`src/rtl/clu_sequencer.sv`:
```
// Issue/writeback sequencer driving the 4-bit CLU of the MiniCPU: instruction in, operands out, result captured back.
// Optional build macro CLU_SEQ_PERF_EN adds perf_cnt/perf_err instruction and illegal-op counters.
module clu_sequencer #(
    parameter int NREG = 4,
    parameter int DW   = 4
) (
    input  logic          clk,
    input  logic          rst_n,
    input  logic          instr_valid,
    output logic          instr_ready,
    input  logic [9:0]    instr,
    output logic [DW-1:0] clu_a,
    output logic [DW-1:0] clu_b,
    output logic [2:0]    clu_ctrl,
    input  logic [DW-1:0] clu_result,
    input  logic          clu_zero,
    input  logic          clu_sign,
    output logic          res_valid,
    input  logic          res_ready,
    output logic [DW-1:0] res_data,
    output logic          res_err,
    output logic          flag_z,
    output logic          flag_s,
    input  logic [1:0]    dbg_addr,
    output logic [DW-1:0] dbg_data,
    output logic [1:0]    dbg_state
`ifdef CLU_SEQ_PERF_EN
    ,
    output logic [7:0]    perf_cnt,
    output logic [7:0]    perf_err
`endif
);

    // Handshakes: a transfer happens on a rising edge where valid and ready are both high;
    // the sender holds valid and its payload stable until that edge.
    typedef enum logic [1:0] {
        S_IDLE  = 2'd0,
        S_ISSUE = 2'd1,
        S_RESP  = 2'd2
    } state_e;

    state_e state_q, state_d;

    logic          ldi_q;
    logic [2:0]    op_q;
    logic [1:0]    rd_q;
    logic [DW-1:0] imm_q;
    logic [DW-1:0] rf_q [NREG];
    logic [DW-1:0] clu_a_q, clu_b_q;
    logic [2:0]    clu_ctrl_q;
    logic [DW-1:0] res_data_q;
    logic          res_valid_q, res_err_q, flag_z_q, flag_s_q;

    logic          accept, issue, resp_done;
    logic          illegal;
    logic [DW-1:0] wb_data;
    logic          wb_z, wb_s;

    // State register
    always_ff @(posedge clk or negedge rst_n) begin
        if (!rst_n) begin
            state_q <= S_IDLE;
        end else begin
            state_q <= state_d;
        end
    end

    // Next-state logic
    always_comb begin
        state_d = state_q;
        case (state_q)
            S_IDLE:  if (instr_valid) state_d = S_ISSUE;
            S_ISSUE: state_d = S_RESP;
            S_RESP:  if (res_ready) state_d = S_IDLE;
            default: state_d = S_IDLE;
        endcase
    end

    // Output / control decode
    always_comb begin
        instr_ready = (state_q == S_IDLE);
        accept      = (state_q == S_IDLE) && instr_valid;
        issue       = (state_q == S_ISSUE);
        resp_done   = (state_q == S_RESP) && res_ready;
    end

    // LDI bypasses the CLU entirely; opcodes 110/111 are unassigned in the CLU.
    always_comb begin
        illegal = !ldi_q && (op_q[2:1] == 2'b11);
        wb_data = ldi_q ? imm_q : clu_result;
        wb_z    = ldi_q ? (imm_q == '0) : clu_zero;
        wb_s    = ldi_q ? imm_q[DW-1] : clu_sign;
    end

    always_ff @(posedge clk or negedge rst_n) begin
        if (!rst_n) begin
            ldi_q      <= 1'b0;
            op_q       <= '0;
            rd_q       <= '0;
            imm_q      <= '0;
            clu_a_q    <= '0;
            clu_b_q    <= '0;
            clu_ctrl_q <= '0;
        end else if (accept) begin
            ldi_q      <= instr[9];
            op_q       <= instr[8:6];
            rd_q       <= instr[5:4];
            imm_q      <= instr[3:0];
            clu_a_q    <= rf_q[instr[3:2]];
            clu_b_q    <= rf_q[instr[1:0]];
            clu_ctrl_q <= instr[8:6];
        end
    end

    always_ff @(posedge clk or negedge rst_n) begin
        if (!rst_n) begin
            for (int i = 0; i < NREG; i++) begin
                rf_q[i] <= '0;
            end
        end else if (issue && !illegal) begin
            rf_q[rd_q] <= wb_data;
        end
    end

    always_ff @(posedge clk or negedge rst_n) begin
        if (!rst_n) begin
            res_valid_q <= 1'b0;
            res_err_q   <= 1'b0;
            res_data_q  <= '0;
            flag_z_q    <= 1'b0;
            flag_s_q    <= 1'b0;
        end else if (issue) begin
            res_valid_q <= 1'b1;
            res_err_q   <= illegal;
            res_data_q  <= illegal ? '0 : wb_data;
            if (!illegal) begin
                flag_z_q <= wb_z;
                flag_s_q <= wb_s;
            end
        end else if (resp_done) begin
            res_valid_q <= 1'b0;
            res_err_q   <= 1'b0;
        end
    end

`ifdef CLU_SEQ_PERF_EN
    logic [7:0] perf_cnt_q, perf_err_q;

    // Both counters wrap naturally at 8 bits.
    always_ff @(posedge clk or negedge rst_n) begin
        if (!rst_n) begin
            perf_cnt_q <= '0;
            perf_err_q <= '0;
        end else if (issue) begin
            perf_cnt_q <= perf_cnt_q + 8'd1;
            if (illegal) begin
                perf_err_q <= perf_err_q + 8'd1;
            end
        end
    end

    assign perf_cnt = perf_cnt_q;
    assign perf_err = perf_err_q;
`endif

    assign clu_a     = clu_a_q;
    assign clu_b     = clu_b_q;
    assign clu_ctrl  = clu_ctrl_q;
    assign res_valid = res_valid_q;
    assign res_data  = res_data_q;
    assign res_err   = res_err_q;
    assign flag_z    = flag_z_q;
    assign flag_s    = flag_s_q;
    assign dbg_data  = rf_q[dbg_addr];
    assign dbg_state = state_q;

endmodule
```
`config.mk`:
```
export PLATFORM = sky130hd
export DESIGN_NAME = clu_sequencer
export DESIGN_NICKNAME = d
export VERILOG_FILES = /design/src/rtl/clu_sequencer.sv
export SDC_FILE = /design/constraint.sdc
export NUM_CORES = 1
export LEC_CHECK = 0
export ABC_AREA = 0
export CAP_MARGIN = 20
export CELL_PAD_IN_SITES_DETAIL_PLACEMENT = 1
export CELL_PAD_IN_SITES_GLOBAL_PLACEMENT = 1
export CORE_UTILIZATION = 30
export DETAILED_ROUTE_END_ITERATION = 7
export HOLD_SLACK_MARGIN = 0.12
export PLACE_DENSITY_LB_ADDON = 0.1
export SLEW_MARGIN = 20
export SYNTH_ARGS = -nofsm -noshare
export SYNTH_HDL_FRONTEND = slang
export SYNTH_SLANG_ARGS = --single-unit
export TNS_END_PERCENT = 1
```
`constraint.sdc`:
```
create_clock -name clk -period 3 [get_ports clk]
set_clock_uncertainty 0.05 [all_clocks]
set_input_delay 0.6 -clock clk [delete_from_list [all_inputs] [get_ports clk]]
set_output_delay 0.6 -clock clk [all_outputs]
set_load 0.02 [all_outputs]
```
==> flow_summary.toml <==
[final_layout]
multiInputGateArea_sq_um = 980.9
final_util_pct = 40.71
syn2layout_area_growth_pct = 29.58
antennaDiodeCount = 0
drive_above_1_share_pct = 21.00
regArea_sq_um = 1101
nets = 240
fillers = 748

[global_route]
grt_pass1_vias = 1633
grt_max_degree = 45
top_usage_layer = "met2"
gr-total-overflow = 0
grt_pass1_wl_mm = 9.128
antenna_found_initial = 0
use_met3_pct = 3.507
grtUsageMet2_pct = 26.70
use_met1_pct = 21.21
grt_usage_pct = 16.23

[power]
power.leakage_nw = 1.252
vdd_ir_drop_max_v = 0.0003229
p_per_area_nw_per_um2 = 1091

[floorplan]
start_util_pct = 31.41
die_w_um = 87.04
die_area_sq_um = 7576
coreArea_sq_um = 6907
die_h_um = 87.04
num_rows = 30
pin_count = 48

[critical_path]
worstSetupPathType = "in -> out"
critPathArrivalTime_ns = 2.04
cp-start-kind = "primary input"
critPathCaptureType = "output port"
cp.required_ns = 2.35
cp_max_fo = 4

[synthesis]
synth.net_count = 193
syn_area_per_cell_sq_um = 12.69
synth_common_cells = "nand2_1, dfrtp_1, mux4_2"
synth-edff-count = 0
ys_warn_count = 0
synthFlopType = "dfrtp_1"
syn_inst = 171
synth-seq-cells = 44
ys_seq_area_share_pct = 50.75
synth_cell_type_count = 33
synth_top_family_by_area = "multiplexers"
syn_area_sq_um = 2170
synth_compound_area_share_pct = 3.749
async_reset_ff_share_pct = 100.0
synth.most_common_cell = "nand2_1"
synth_top_area_share_pct = 50.75
synth_xor_area_share_pct = 0
synth-adder-area-share_pct = 0
synth_area_leaders = "dfrtp_1, mux4_2, nand2_1, mux2_1, mux2_2"
muxShareOfSynthArea_pct = 23.47
synth_top_area_cell = "dfrtp_1"
synth-simple-area-share_pct = 17.99

[job]
maxCapViolCount = 0

[timing]
fin_crit_ns = 2.688
setup_viol = 0
worstMarginPinSlew_ns = 0.7876
fin_crit_sh_pct = 89.61
clock.fmax_mhz = 372.0
fin_tns_setup_ns = 0
relSlewSlack_pct = 47.50
finalMaxSlewViolations = 0
hold_violations = 0
rsz0062_at_grt = "no"

[route]
post_drt_wl_per_cell_um = 17.33
route.vias.total = 1468
ant_nets = 0
wl_mm = 5.459
drt_iter0_markers = 84
drt_first_pass_iters = 4
drc_errors = 0
viasPerCell = 4.660

[placement]
hpwl_mm = 4.032
place.gp.congestion = 0.7670
io_buffers = 47

[cts]
clkTransAtPathRegs_ns = 0.09
htree_levels = 2
tritoncts = "done"
cts.path.max_buffers = 2
cts_sinks = 44
clk_latency_ns = 0.31
ctsHoldBuffers = 0
cts_made_buffers = 5
cts-root-buf = "clkbuf_8"

[min_path]
hold_class = "in -> async"

[outcome]
outcome = "completed"
==> worst paths after layout <==
path                                     startpoint                       to  slack (ns)  depth (start not counted)
max                                     dbg_addr[1]              dbg_data[0]        0.31                          3
min                                           rst_n  clu_ctrl[2]$_DFFE_PN0P_        0.23                          1
max reg2reg                dbg_state[1]$_DFFE_PN0P_     clu_a[2]$_DFFE_PN0P_        1.24                          4
min reg2reg                    clu_a[0]$_DFFE_PN0P_     clu_a[0]$_DFFE_PN0P_        0.43                          2
max in group asynchronous                     rst_n      rf_q[3]$_DFFE_PN0P_        2.29                          1
min in group clk               clu_a[0]$_DFFE_PN0P_     clu_a[0]$_DFFE_PN0P_        0.43                          2
==> cell usage in the layout, fill, tap and decap left out, drive strengths merged, types with 2 or more instances in the layout <==
| cell type | Yosys | layout |
|---|---|---|
| clkbuf | 2 | 5 |
| dfrtp | 44 | 44 |
| clkdlybuf4s50 | 0 | 45 |
| mux4 | 12 | 12 |
| o21ai | 2 | 2 |
| mux2 | 19 | 19 |
| inv | 2 | 3 |
| or2b | 2 | 2 |
| a21oi | 6 | 6 |
| nor2 | 2 | 2 |
| a22o | 4 | 4 |
| nand2 | 56 | 56 |
| nand4b | 2 | 2 |
==> stage by stage <==
stage                     hold slack (ns)  cells  setup WS (ns)  area [sq um]  power, mW
after floorplan                    0.2544    171          1.204          2170      2.031
after global placement             0.4076    307        0.07054          2691      2.545
after detailed placement           0.4181    307        0.02664          2691      2.612
after CTS                          0.4410    315        0.02664          2806      3.105
after global routing               0.2634    315         0.2807          2811      3.288
final                              0.2302    315         0.3116          2811      3.067
==> sequential cells by signal, indices dropped and copies added (netlist names) <==
name,count
clu_a,4
clu_b,4
clu_ctrl,3
dbg_state,2
flag_s,1
flag_z,1
imm_q,4
ldi_q,1
rd_q,2
res_data,4
res_err,1
res_valid,1
rf_q,16
==> timing repair <==
| action | 4_1_cts | 5_1_grt |
|---|---|---|
| endpoints found under the setup margin | 0 | 1 |
| resized for setup | 0 | 1 |
| buffers inserted | 0 | 0 |
==> cell type report <==
cell class,count,area share (%)
inverters,3,0.8456
repair buffers,47,16.73
well taps,96,4.272
clock buffers,5,2.448
clock inverters,3,1.647
flip-flops and latches,44,39.16
multi-input cells,117,34.89
==> worst max-delay path: stages <==
cell             delay, ns
clkdlybuf4s50_1       0.55
mux4_2                0.33
clkdlybuf4s50_1       0.56
==> power breakdown <==
group / leakage, nW / total, mW / internal (mW) / switching, mW
Combinational: 0.659 / 1.38 / 0.729 / 0.651
Clock: 0.0548 / 0.481 / 0.251 / 0.230
Sequential: 0.538 / 1.21 / 0.879 / 0.327
==> kinds of logic after synthesis <==
kind of cell | Yosys count
simple gates | 72
flops | 44
mux | 32
compound gates | 13
buf+inv | 10
==> routing by layer <==
| metal | vias up | share of wire, % | wire [um] |
|---|---|---|---|
| met1 | 742 | 45 | 2462 |
| met5 | - | 0 | 0 |
| met2 | 29 | 51 | 2762 |
| met3 | 7 | 3.1 | 169 |
| met4 | 0 | 1.2 | 65 |
| li1 | 690 | - | - |
Power figures use the tool's default switching activity.
